**config.mk**
```make
export PLATFORM = sky130hd
export DESIGN_NAME = multi_blink
export DESIGN_NICKNAME = d
export VERILOG_FILES = /design/src/rtl/multi_blink_pkg.sv /design/src/rtl/multi_blink_channel.sv /design/src/rtl/multi_blink.sv
export SDC_FILE = /design/constraint.sdc
export NUM_CORES = 1
export LEC_CHECK = 0
export CAP_MARGIN = 20
export CORE_UTILIZATION = 40
export CTS_CLUSTER_SIZE = 20
export DETAILED_ROUTE_END_ITERATION = 16
export GPL_TIMING_DRIVEN = 0
export PLACE_DENSITY = 0.69
export SLEW_MARGIN = 25
export SYNTH_ARGS = -nofsm -noshare
export SYNTH_HDL_FRONTEND = slang
export SYNTH_HIERARCHICAL = 1
export SYNTH_SLANG_ARGS = --single-unit
```
**constraint.sdc**
```tcl
create_clock -name clock -period 3.6 [get_ports clock]
set_clock_uncertainty 0.2 [all_clocks]
set_input_delay 0.36 -clock clock [delete_from_list [all_inputs] [get_ports clock]]
set_output_delay 0.36 -clock clock [all_outputs]
set_load 0.01 [all_outputs]
```
**src/rtl/multi_blink_pkg.sv**
```systemverilog
// Shared types for the multi-channel blinker: channel modes and the configuration
// word handed from the write port to each channel.
package multi_blink_pkg;

   // Config fields are carried at this width and narrowed inside each channel,
   // so WIDTH and COUNT_WIDTH must not exceed it.
   localparam int CFG_MAX_W = 32;

   typedef enum logic [1:0] {
      MODE_OFF   = 2'd0,
      MODE_ON    = 2'd1,
      MODE_BLINK = 2'd2,
      MODE_PULSE = 2'd3
   } mode_t;

   typedef struct packed {
      mode_t                mode;
      logic [CFG_MAX_W-1:0] period;
      logic [CFG_MAX_W-1:0] high;
      logic [CFG_MAX_W-1:0] count;
   } cfg_t;

   function automatic logic is_running(input mode_t m);
      return (m == MODE_BLINK) || (m == MODE_PULSE);
   endfunction

endpackage

```
**src/rtl/multi_blink_channel.sv**
```systemverilog
// One indicator channel: holds its mode and timing, advances phase on the shared
// tick and counts down whole periods in PULSE mode.
module blink_channel
   import multi_blink_pkg::*;
#(
   parameter int WIDTH       = 16,
   parameter int COUNT_WIDTH = 8
) (
   input  logic clock,
   input  logic reset_n,
   input  logic tick,
   input  logic load,
   input  cfg_t cfg,
   output logic blink_out,
   output logic busy
);

   mode_t                  mode;
   logic [WIDTH-1:0]       period;
   logic [WIDTH-1:0]       high;
   logic [WIDTH-1:0]       phase;
   logic [COUNT_WIDTH-1:0] remaining;
   logic [WIDTH-1:0]       last_phase;
   logic                   wrap;
   logic                   zero_count;

   // A period of 0 behaves as 1, so the last phase index is 0 in both cases.
   assign last_phase = (period == '0) ? '0 : period - WIDTH'(1);
   assign wrap       = (phase == last_phase);
   assign zero_count = (cfg.count[COUNT_WIDTH-1:0] == '0);

   always_ff @(posedge clock) begin
      if (!reset_n) begin
         mode      <= MODE_OFF;
         period    <= '0;
         high      <= '0;
         phase     <= '0;
         remaining <= '0;
      end else if (load) begin
         mode      <= (cfg.mode == MODE_PULSE && zero_count) ? MODE_OFF : cfg.mode;
         period    <= cfg.period[WIDTH-1:0];
         high      <= cfg.high[WIDTH-1:0];
         remaining <= cfg.count[COUNT_WIDTH-1:0];
         phase     <= '0;
      end else if (tick && is_running(mode)) begin
         if (wrap) begin
            phase <= '0;
            if (mode == MODE_PULSE) begin
               remaining <= remaining - COUNT_WIDTH'(1);
               if (remaining == COUNT_WIDTH'(1))
                  mode <= MODE_OFF;
            end
         end else begin
            phase <= phase + WIDTH'(1);
         end
      end
   end

   always_comb begin
      blink_out = 1'b0;
      case (mode)
         MODE_OFF:   blink_out = 1'b0;
         MODE_ON:    blink_out = 1'b1;
         MODE_BLINK: blink_out = (phase < high);
         MODE_PULSE: blink_out = (phase < high);
         default:    blink_out = 1'b0;
      endcase
   end

   assign busy = is_running(mode);

   // Upper config bits beyond this channel's widths are zero-filled by the top.
   if (WIDTH < CFG_MAX_W) begin : g_unused_w
      logic unused_w;
      assign unused_w = ^{cfg.period[CFG_MAX_W-1:WIDTH], cfg.high[CFG_MAX_W-1:WIDTH]};
   end
   if (COUNT_WIDTH < CFG_MAX_W) begin : g_unused_c
      logic unused_c;
      assign unused_c = ^cfg.count[CFG_MAX_W-1:COUNT_WIDTH];
   end

endmodule

```
**src/rtl/multi_blink.sv**
```systemverilog
// NUM_CHANNELS indicator outputs driven from one shared prescaler tick, configured
// one channel at a time through a valid/ready write port.
module multi_blink
   import multi_blink_pkg::*;
#(
   parameter  int NUM_CHANNELS = 4,
   parameter  int WIDTH        = 16,
   parameter  int PRESCALE     = 100000,
   parameter  int COUNT_WIDTH  = 8,
   localparam int CH_W         = (NUM_CHANNELS > 1) ? $clog2(NUM_CHANNELS) : 1
) (
   input  logic                    clock,
   input  logic                    reset_n,
   input  logic                    cfg_valid,
   output logic                    cfg_ready,
   input  logic [CH_W-1:0]         cfg_channel,
   input  logic [1:0]              cfg_mode,
   input  logic [WIDTH-1:0]        cfg_period,
   input  logic [WIDTH-1:0]        cfg_high,
   input  logic [COUNT_WIDTH-1:0]  cfg_count,
   output logic [NUM_CHANNELS-1:0] blink_out,
   output logic [NUM_CHANNELS-1:0] busy
);

   localparam int PS_W = (PRESCALE > 1) ? $clog2(PRESCALE) : 1;

   logic [PS_W-1:0]         prescaler;
   logic                    tick;
   logic                    accept;
   logic [NUM_CHANNELS-1:0] load;
   cfg_t                    cfg;

   assign tick   = (prescaler == PS_W'(PRESCALE - 1));
   assign accept = cfg_valid && cfg_ready;

   // Ready drops for exactly the cycle after an accept, capping writes at one per two cycles.
   always_ff @(posedge clock) begin
      if (!reset_n) begin
         prescaler <= '0;
         cfg_ready <= 1'b0;
      end else begin
         prescaler <= tick ? '0 : prescaler + PS_W'(1);
         cfg_ready <= !accept;
      end
   end

   assign cfg.mode   = mode_t'(cfg_mode);
   assign cfg.period = CFG_MAX_W'(cfg_period);
   assign cfg.high   = CFG_MAX_W'(cfg_high);
   assign cfg.count  = CFG_MAX_W'(cfg_count);

   // Indices with no matching channel decode to no load and are silently dropped.
   for (genvar i = 0; i < NUM_CHANNELS; i++) begin : g_ch
      assign load[i] = accept && (cfg_channel == CH_W'(i));

      blink_channel #(
         .WIDTH       (WIDTH),
         .COUNT_WIDTH (COUNT_WIDTH)
      ) u_ch (
         .clock     (clock),
         .reset_n   (reset_n),
         .tick      (tick),
         .load      (load[i]),
         .cfg       (cfg),
         .blink_out (blink_out[i]),
         .busy      (busy[i])
      );
   end

endmodule
```
==> results of run 1 <==
per-stage QoR:
stage                     power (mW)  util, %  hold slack (ns)  cell area, um2  cells
final                          7.001    47.42           0.2787           18370   2491
after global routing           7.279    47.42           0.3051           18370   2491
after CTS                      6.971    46.64           0.2597           18070   2480
after detailed placement       3.935    43.75           0.2692           16950   2423
after global placement         3.915    43.75           0.2583           16950   2423
after floorplan                3.620        -           0.2415           15750   1850
cells in the final DEF (no fill, tap or decap), types with 10 or more instances in the layout:
cell	instances
sky130_fd_sc_hd__nand2_1	76
sky130_fd_sc_hd__nor4_4	14
sky130_fd_sc_hd__dfxtp_1	233
sky130_fd_sc_hd__inv_1	101
sky130_fd_sc_hd__a2111o_1	12
sky130_fd_sc_hd__mux2i_1	152
sky130_fd_sc_hd__o21ai_0	49
sky130_fd_sc_hd__nand4_1	51
sky130_fd_sc_hd__a211oi_1	19
sky130_fd_sc_hd__xor2_1	68
sky130_fd_sc_hd__nor3_2	12
sky130_fd_sc_hd__and4_1	18
sky130_fd_sc_hd__and2_1	10
sky130_fd_sc_hd__and3_1	33
sky130_fd_sc_hd__buf_6	17
sky130_fd_sc_hd__or2_2	12
sky130_fd_sc_hd__nor4_2	10
sky130_fd_sc_hd__a21o_1	40
sky130_fd_sc_hd__nand3_1	60
sky130_fd_sc_hd__nand2b_1	16
sky130_fd_sc_hd__nor4_1	21
sky130_fd_sc_hd__or3_1	37
sky130_fd_sc_hd__or4_1	11
sky130_fd_sc_hd__xnor2_1	62
sky130_fd_sc_hd__nor3_1	39
sky130_fd_sc_hd__clkdlybuf4s50_1	51
sky130_fd_sc_hd__nor2b_1	12
sky130_fd_sc_hd__buf_4	21
sky130_fd_sc_hd__a31oi_1	12
sky130_fd_sc_hd__a21oi_1	28
sky130_fd_sc_hd__ha_1	73
sky130_fd_sc_hd__o31ai_1	12
sky130_fd_sc_hd__clkbuf_1	65
sky130_fd_sc_hd__nor2_1	291
sky130_fd_sc_hd__clkbuf_16	29
sky130_fd_sc_hd__dfxtp_2	13
state kept, by name, indices dropped and copies added (netlist names):
signal	count
g_ch.u_ch/mode	8
g_ch.u_ch/remaining	32
g_ch.u_ch/high	64
g_ch.u_ch/phase	64
cfg_ready	1
prescaler	17
g_ch.u_ch/period	64
metal layers:
layer / track usage, % / vias to the layer above / part of all wire (%)
li1: - / 6809 / -
met1: 30.99 / 6824 / 44
met2: 35.09 / 562 / 44
met3: 4.399 / 128 / 8.9
met4: 7.334 / 0 / 3.2
met5: 0 / - / 0
what timing repair did:
| action | CTS | global route |
|---|---|---|
| pin swaps | 12 | 19 |
| resized for setup | 29 | 71 |
| gates cloned | 0 | 6 |
| hold endpoints to repair | 0 | 0 |
| setup buffers | 7 | 9 |
| endpoints found under the setup margin | 84 | 88 |
area by class of cell:
cell class | instances | share of cell area, %
repair buffers | 77 | 3.828
flip-flops and latches | 250 | 27.42
clock inverters | 12 | 0.6607
plain buffers | 85 | 2.432
multi-input cells | 1397 | 55.21
clock buffers | 42 | 4.652
well taps | 518 | 3.528
inverters | 110 | 2.268
power breakdown:
group	leakage (nW)	switching (mW)	internal, mW
logic	4.48	0.652	0.490
clock network	0.477	1.22	1.78
registers	2.03	0.0483	2.81
total	6.99	1.92	5.08
tightest hold or removal path, delay by kind of cell:
kind	cells	cell delay, ns
and+or+nand+nor	2	0.24
buffers and inverters	1	0.42
worst paths after layout:
| path | end | slack, ns | cells after the start |
|---|---|---|---|
| worst max-delay path | g_ch[3].u_ch/phase[9] | 0.1 | 12 |
| worst min-delay path | cfg_ready | 0.28 | 3 |
| worst max register to register | g_ch[3].u_ch/phase[9] | 0.1 | 12 |
| worst min register to register | prescaler[0] | 0.28 | 1 |
==> out/summary.log, run 1 <==
INFO  outcome        status=completed
INFO  pwr            irDropWorstVdd=0.4026mV
INFO  logic_synthesis syn-instance-count=1850
INFO  drt            postRouteWirelength=46950um
INFO  logic_synthesis synth_warnings=6
INFO  sta            postLayoutSetupSlackWorst=0.09808ns
INFO  pwr            power_per_cell_area=381.1nW/um2
INFO  drt            routed_via_density=5.750
INFO  sta            max_freq=285.6MHz
INFO  setup_path     timing.critical_path.max_delay_family=simple AND/OR/NAND/NOR gates
INFO  setup_path     cpPeakStageDelay=0.46ns
INFO  layout         seq_area=5036um2
INFO  floorplan      initial_utilization=40.65%
INFO  layout         multi_input_area=10140um2
INFO  sta            totalNegativeSetupSlack=0ns
INFO  setup_path     crit_path_frequent_cell=sky130_fd_sc_hd__buf_6
INFO  place          place_hpwl=33960um
INFO  layout         antenna_cells=0
INFO  cts            cts.htree.levels=1
INFO  setup_path     critPathBufInv=3
INFO  layout         design.final.nets=2074
INFO  setup_path     crit_path_top_delay_cell=sky130_fd_sc_hd__or4_4
INFO  place          port_buffers=55
INFO  sta            timing.final.hold_violations=0
INFO  layout         area_growth_syn_to_layout=16.65%
INFO  cts            cts_tree=yes
INFO  setup_path     cp.arrival=3.76ns
INFO  setup_path     crit_fanout=10
INFO  flow_run       cap_viol_max_count=0
INFO  global_routing grt.total_usage=22.48%
INFO  logic_synthesis synth.cell_area=15750um2
INFO  setup_path     worstPathCellList=or4_4, buf_6, nor4_4, buf_4, xor2_2, nand3b_1, a211o_1, a31o_4, or3b_4, o21ai_4, buf_6, nor2_1
INFO  setup_path     worst_setup_path_startpoint=g_ch[3].u_ch/period[6]
INFO  cts            clock-root-buffer=sky130_fd_sc_hd__clkbuf_16
INFO  floorplan      fp-row-count=72
INFO  sta            period_share=97.28%
INFO  layout         fillerInstances=3714
INFO  global_routing first_global_vias=13370
INFO  floorplan      die_area=40170um2
INFO  place          finalWeightedCongestion=0.9377
INFO  pwr            power_leakage=6.988nW
INFO  cts            clk_pin_slew_worst_setup_hold_paths=0.06ns
INFO  drt            drt_drc_violations_left=0
INFO  setup_path     critical_path_class=flip-flop to flip-flop
INFO  cts            cts_hold_repair.buffers=0
INFO  drt            routed_len_inst=18.85um
INFO  logic_synthesis synth_area_per_cell=8.512um2
INFO  global_routing pin_count_of_the_biggest_net_entering_global_routing=21
INFO  setup_path     critPathCaptureType=flip-flop
INFO  sta            slew_headroom=29.91%
INFO  floorplan      fp.dieW=200.4um
INFO  floorplan      fp.dieH=200.4um
INFO  drt            ant_nets=0
INFO  setup_path     worst_setup_path_start_kind=flip-flop
INFO  global_routing number_of_antenna_violations_at_the_first_check_in_global_routing=0
INFO  cts            clock_sink_count=250
INFO  drt            number_of_vias_in_the_routed_layout=14320
INFO  global_routing grt_pass1_wl=72770um
INFO  sta            tightest_slew=1.048ns
INFO  cts            cts_buffers=29
INFO  cts            cts.path.max_buffers=3
INFO  drt            drt-pass1-iter-count=8
INFO  sta            setup_viol_count_final=0
INFO  floorplan      core-area=38740um2
INFO  layout         post_route_cells_drive_above_1_share=10.69%
INFO  worst_hold_path worst_hold_startpoint=cfg_valid
INFO  worst_hold_path hold_class=input port to flip-flop
INFO  drt            drtIter0Drc=1326
INFO  sta            final_count_of_pins_violating_max_slew=0
INFO  setup_path     r2r-start=g_ch[3].u_ch/period[6]
INFO  setup_path     worstPathRequired=3.85ns
INFO  place          dp_worst_setup_slack=-0.2734ns
INFO  sta            final_period_minus_worst_setup_slack=3.502ns
INFO  logic_synthesis postSynthNetCount=1974
INFO  floorplan      pin_count=56
INFO  cts            clk_latency=0.57ns
INFO  global_routing grt_overflow_total=0
(Power assumes the default switching activity.)
==> run 2: changes to the inputs <==
--- a/config.mk
+++ b/config.mk
@@ -11,6 +11,7 @@
 export DETAILED_ROUTE_END_ITERATION = 16
 export GPL_TIMING_DRIVEN = 0
 export PLACE_DENSITY = 0.69
+export SKIP_CTS_REPAIR_TIMING = 1
 export SLEW_MARGIN = 25
 export SYNTH_ARGS = -nofsm -noshare
 export SYNTH_HDL_FRONTEND = slang
==> out/summary.log, run 2 (synthesis results as in run 1) <==
INFO  sta            slew_headroom=28.02% [was 29.91%]
INFO  layout         antenna_cells=0 [unchanged]
INFO  sta            setup_repair_after_global_routing_missed_its_margin=true
INFO  cts            clock_sink_count=250 [unchanged]
INFO  cts            cts.htree.levels=1 [unchanged]
INFO  cts            clock-root-buffer=sky130_fd_sc_hd__clkbuf_16 [unchanged]
INFO  setup_path     critical_path_class=flip-flop to flip-flop [unchanged]
INFO  global_routing first_global_vias=13300 [was 13370]
INFO  layout         layout_common_cells=291 x sky130_fd_sc_hd__nor2_1, 237 x sky130_fd_sc_hd__dfxtp_1, 152 x sky130_fd_sc_hd__mux2i_1 [was 291 x sky130_fd_sc_hd__nor2_1, 233 x sky130_fd_sc_hd__dfxtp_1, 152 x sky130_fd_sc_hd__mux2i_1]
INFO  place          port_buffers=55 [unchanged]
INFO  floorplan      fp.dieH=200.4um [unchanged]
INFO  floorplan      fp-row-count=72 [unchanged]
INFO  sta            final_period_minus_worst_setup_slack=3.530ns [was 3.502 ns]
INFO  sta            timing.final.hold_violations=0 [unchanged]
INFO  pwr            power_per_cell_area=381.4nW/um2 [was 381.1 nW/um2]
INFO  cts            cts.path.max_buffers=3 [unchanged]
INFO  layout         design.final.nets=2073 [was 2074]
INFO  setup_path     logic_depth_of_the_worst_register_to_register_path=10 [was 12]
INFO  global_routing number_of_antenna_violations_at_the_first_check_in_global_routing=0 [unchanged]
INFO  sta            final_count_of_pins_violating_max_slew=0 [unchanged]
INFO  layout         fin_cells=2490 [was 2491]
INFO  floorplan      fp.dieW=200.4um [unchanged]
INFO  cts            cts_tree=yes [unchanged]
INFO  sta            period_share=98.05% [was 97.28%]
INFO  pwr            power_leakage=7.041nW [was 6.988 nW]
INFO  cts            clk_latency=0.57ns [about the same]
INFO  floorplan      die_area=40170um2 [unchanged]
INFO  floorplan      initial_utilization=40.65% [unchanged]
INFO  setup_path     worstPathRequired=3.87ns [was 3.85 ns]
INFO  drt            drt_drc_violations_left=0 [unchanged]
INFO  place          finalWeightedCongestion=0.9377 [unchanged]
INFO  layout         biggestRegsByFlops=g_ch.u_ch/high (64), g_ch.u_ch/period (64), g_ch.u_ch/phase (64) [unchanged]
INFO  setup_path     critPathCaptureType=flip-flop [unchanged]
INFO  worst_hold_path hold_class=input port to flip-flop [unchanged]
INFO  place          postPlaceCellArea=16950um2 [unchanged]
INFO  drt            ant_nets=0 [unchanged]
INFO  layout         post_route_cells_drive_above_1_share=10.19% [was 10.69%]
INFO  drt            routed_via_density=5.720 [was 5.750]
INFO  drt            number_of_vias_in_the_routed_layout=14240 [was 14320]
INFO  outcome        status=completed [unchanged]
INFO  pwr            irDropWorstVdd=0.4010mV [was 0.4026 mV]
INFO  global_routing grt.total_usage=22.37% [was 22.48%]
INFO  global_routing grt.met3_usage=4.091% [was 4.399%]
INFO  place          place_hpwl=33960um [unchanged]
INFO  layout         area_growth_syn_to_layout=16.51% [was 16.65%]
INFO  layout         layout.cells.most_common=sky130_fd_sc_hd__nor2_1 [unchanged]
INFO  drt            postRouteWirelength=46800um [was 46950 um]
INFO  place          dp.cells=2423 [unchanged]
INFO  worst_hold_path min_path_cells=3 [unchanged]
INFO  global_routing grt-busiest-layer=met2 [unchanged]
INFO  global_routing grt_pass1_wl=72370um [was 72770 um]
INFO  cts            cts_buffers=29 [unchanged]
INFO  drt            drtIter0Drc=1526 [was 1326]
INFO  floorplan      pin_count=56 [unchanged]
INFO  global_routing pin_count_of_the_biggest_net_entering_global_routing=21 [unchanged]
INFO  sta            tightest_slew=1.076ns [was 1.048 ns]
INFO  global_routing global_route.usage.met1=31.04% [was 30.99%]
INFO  cts            clk_pin_slew_worst_setup_hold_paths=0.06ns [about the same]
INFO  sta            setup_viol_count_final=0 [unchanged]
INFO  setup_path     cp.arrival=3.80ns [was 3.76 ns]
INFO  drt            routed_len_inst=18.80um [was 18.85 um]
INFO  sta            max_freq=283.3MHz [was 285.6 MHz]
INFO  setup_path     crit_fanout=6 [was 10]
INFO  floorplan      core-area=38740um2 [unchanged]
INFO  flow_run       cap_viol_max_count=0 [unchanged]
INFO  drt            drt-pass1-iter-count=7 [was 8]
INFO  global_routing globalRouteMet2Util=34.96% [was 35.09%]
INFO  layout         final_cell_area=18350um2 [was 18370 um2]
INFO  setup_path     worst_setup_path_start_kind=flip-flop [unchanged]
INFO  global_routing grt_overflow_total=0 [unchanged]
-- run 2: cell count changes in the layout (fill, tap and decap cells not counted), sizes merged --
cell | previous run | this run
buf | 48 | 44
clkdlybuf4s15 | 1 | 0
dlymetal6s2s | 0 | 4
-- run 2: path summary, 6_finish.rpt --
path,from,to,slack (ns)
hold reg to reg,prescaler[0],prescaler[0],0.28
setup / recovery,g_ch[0].u_ch/period[7],g_ch[0].u_ch/mode[0],0.07
hold / removal,cfg_valid,cfg_ready,0.28
setup reg to reg,g_ch[0].u_ch/period[7],g_ch[0].u_ch/mode[0],0.07
-- run 2: layer usage --
| metal | share of wire (%) | vias up | routed length, um |
|---|---|---|---|
| met5 | 0 | - | 0 |
| met3 | 8.6 | 125 | 4028 |
| met4 | 3.5 | 0 | 1616 |
| met1 | 44 | 6787 | 20690 |
| met2 | 44 | 535 | 20470 |
| li1 | - | 6796 | - |
-- run 2: worst max-delay path, stage by stage (launching register included) --
cell                       delay (ns)
sky130_fd_sc_hd__dfxtp_2         0.35
sky130_fd_sc_hd__or4_1           0.52
sky130_fd_sc_hd__buf_4           0.19
sky130_fd_sc_hd__nor4_4          0.36
sky130_fd_sc_hd__xor2_2          0.15
sky130_fd_sc_hd__nand3b_1        0.19
sky130_fd_sc_hd__a211o_1         0.31
sky130_fd_sc_hd__a31o_4          0.25
sky130_fd_sc_hd__nor4_1          0.52
sky130_fd_sc_hd__nand2_1         0.11
sky130_fd_sc_hd__a32o_1          0.28
-- run 2: final cells by class --
cell class	instances	area, um2
tap	518	648.1
buffer	85	449.2
fill	3694	20390
sequential	250	5026
multi-input combinational	1397	10120
timing repair buffer	76	710.7
inverter	110	416.7
clock inverter	12	121.4
clock buffer	42	854.6
-- run 2: power by group --
part | internal, mW | total (mW) | switching, mW | leakage, nW
combinational | 0.493 | 1.14 | 0.646 | 4.54
sequential | 2.81 | 2.86 | 0.0479 | 2.03
clock | 1.78 | 3.00 | 1.22 | 0.477
total | 5.09 | 7.00 | 1.91 | 7.04
-- run 2: stage by stage --
step           hold slack, ns  worst slack (ns)  setup TNS (ns)  utilization [%]  total power, mW
2_1_floorplan          0.2415            0.1605               0                -            3.620
3_3_place_gp           0.2583           -0.2212          -5.257            43.75            3.915
3_5_place_dp           0.2692           -0.2734          -10.33            43.75            3.935
4_1_cts                0.2597           -0.4542          -13.71            46.27            6.941
5_1_grt                0.3051          -0.05449         -0.9056            47.36            7.280
6_report               0.2777           0.07004               0            47.36            6.998
==> run 3: changes to the inputs <==
--- a/config.mk
+++ b/config.mk
@@ -12,7 +12,6 @@
 export GPL_TIMING_DRIVEN = 0
 export PLACE_DENSITY = 0.69
 export SKIP_CTS_REPAIR_TIMING = 1
-export SLEW_MARGIN = 25
 export SYNTH_ARGS = -nofsm -noshare
 export SYNTH_HDL_FRONTEND = slang
 export SYNTH_HIERARCHICAL = 1
==> results of run 3 <==
Same layout as run 2: the final DEF is identical, and so are final timing and power.
==> edit (flow settings as in run 2) <==
`COUNT_WIDTH` is set to 8 in 2 places; all go to 6.
--- a/src/rtl/multi_blink_channel.sv
+++ b/src/rtl/multi_blink_channel.sv
@@ -4,7 +4,7 @@
    import multi_blink_pkg::*;
 #(
    parameter int WIDTH       = 16,
-   parameter int COUNT_WIDTH = 8
+   parameter int COUNT_WIDTH = 6
 ) (
    input  logic clock,
    input  logic reset_n,
--- a/src/rtl/multi_blink.sv
+++ b/src/rtl/multi_blink.sv
@@ -6,7 +6,7 @@
    parameter  int NUM_CHANNELS = 4,
    parameter  int WIDTH        = 16,
    parameter  int PRESCALE     = 100000,
-   parameter  int COUNT_WIDTH  = 8,
+   parameter  int COUNT_WIDTH  = 6,
    localparam int CH_W         = (NUM_CHANNELS > 1) ? $clog2(NUM_CHANNELS) : 1
 ) (
    input  logic                    clock,
Ports: changed (resized cfg_count); port bits go from 56 to 54. The function was not compared with the original's and may differ.
==> edit against run 2 <==
- setup slack got worse by 0.15 ns
- routed wire length down 4.8%
- cell count fell by 4.7%
- highest routed layer unchanged
- power fell by 4.1%
- design area shrank 1.5%
- synthesized area decreased by 1.7%
- critical path depth rose by 1
- die area shrank 1.7%
- the run now ends with negative setup slack left
- sequential cell count shrank 8
- via count is 6.4% lower
==> edit: results (changes against run 2) <==
final worst setup slack -0.0814 ns (was 0.0700 ns); global routing usage on met1 30.7% (was 31.0%); met2 routed WL 19800 µm (was 20500 µm); Hold Crit Depth 2 (was 3); Slew headroom 46.5% (was 28.0%); largest net degree at the start of global routing 25 (was 21); leakage power 0.00647 µW (was 0.00704 µW); first drt pass iteration count 6 (was 7); GR Layer Usage met2 35.1% (was 35.0%); WL/cell 18.8 µm (about the same); Port Buf Inserts 53 (was 55); hold endpoint prescaler[2]$_SDFF_PP0_ (was cfg_ready$_SDFF_PN0_); endpoints failing setup 2 (was 0); GRT Util Overall 22.2% (was 22.4%); gpl congestion 0.900 (was 0.938); global-route track usage on met3 3.44% (was 4.09%); pre-CTS WS -0.289 ns (was -0.273 ns); TritonCTS Buffers 27 (was 29); Max FO, Critical Path 7 (was 6); met1 wire length 20200 µm (was 20700 µm); WL met3 3210 µm (was 4030 µm); failing checks negative setup slack; Syn Inst Count 1746 (was 1850); layout cells sized above 1 10.8% (was 10.2%); CP max stage cell or4_4 (was or4_1); syn nets 1868 (was 1974); largest registers g_ch.u_ch/high: 64 flops, g_ch.u_ch/period: 64 flops, g_ch.u_ch/phase: 64 flops (unchanged); vias 13300 (was 14200); run status finished with violations (was completed); # nets final 1965 (was 2073); startpoint of the worst hold path reset_n (was cfg_valid); # diodes 0 (unchanged); worst flop-to-flop path endpoint g_ch[0].u_ch/remaining[4]$_SDFFE_PN0P_ (was g_ch[0].u_ch/mode[0]$_SDFFE_PN0P_); CP arrival 3.96 ns (was 3.80 ns); dpl cells 2310 (was 2423); first-pass GRT wire length 68100 µm (was 72400 µm); r2r worst-path depth 11 (was 10); worst hold margin 0.221 ns (was 0.278 ns); filler instances 3612 (was 3694); Setup crit start g_ch[0].u_ch/period[2]$_SDFFE_PN0P_ (was g_ch[0].u_ch/period[7]$_SDFFE_PN0P_); Initial DRC Count 792 (was 1526)
## edit: cell count changes in the layout (fill, tap and decap cells not counted), moves of 15 or more
cell,delta
nor2b_1,+120
nand4_1,-24
xnor2_1,+20
o31ai_1,+15
nor2_1,-216
nor3_1,+48
o21ai_0,-24
dfxtp_1,-17
or3_1,-16
nand2_1,+20
## edit: cell type report
class / count / area share [%]
Inverter: 102 / 2.14
Tap cell: 511 / 3.54
Timing Repair Buffer: 81 / 4.22
Clock buffer: 35 / 4.29
Sequential cell: 242 / 27.0
Multi-Input combinational cell: 1315 / 56.1
Clock inverter: 13 / 0.852
Buffer: 74 / 1.88
## edit: worst max-delay path by stage
stage,endpoint,cells after the start
after detailed placement,g_ch[0].u_ch/remaining[5]$_SDFFE_PN0P_,10
after global placement,g_ch[3].u_ch/phase[9]$_SDFFE_PP0P_,12
final,g_ch[0].u_ch/remaining[4]$_SDFFE_PN0P_,11
after floorplan,g_ch[0].u_ch/remaining[5]$_SDFFE_PN0P_,11
after CTS,blink_out[3],10
after global routing,g_ch[0].u_ch/remaining[4]$_SDFFE_PN0P_,11
## edit: power breakdown
group          leakage [µW]  internal (µW)  total, µW  switching, µW
Combinational       0.00404            458       1040            577
Clock              0.000463           1730       2900           1170
Sequential          0.00197           2720       2780           52.4
## edit: per-stage QoR
| stage | area, µm² | utilization (%) | power, µW | TNS (ns) |
|---|---|---|---|---|
| 5_1_grt | 18100 | 47.8 | 6970 | -1.39 |
| 4_1_cts | 17600 | 46.4 | 6690 | -12.99 |
| 3_5_place_dp | 16600 | 44.0 | 3780 | -10.78 |
| 3_3_place_gp | 16600 | 44.0 | 3770 | -8.83 |
| 6_report | 18100 | 47.8 | 6710 | -0.104 |
| 2_1_floorplan | 15500 | - | 3500 | 0 |
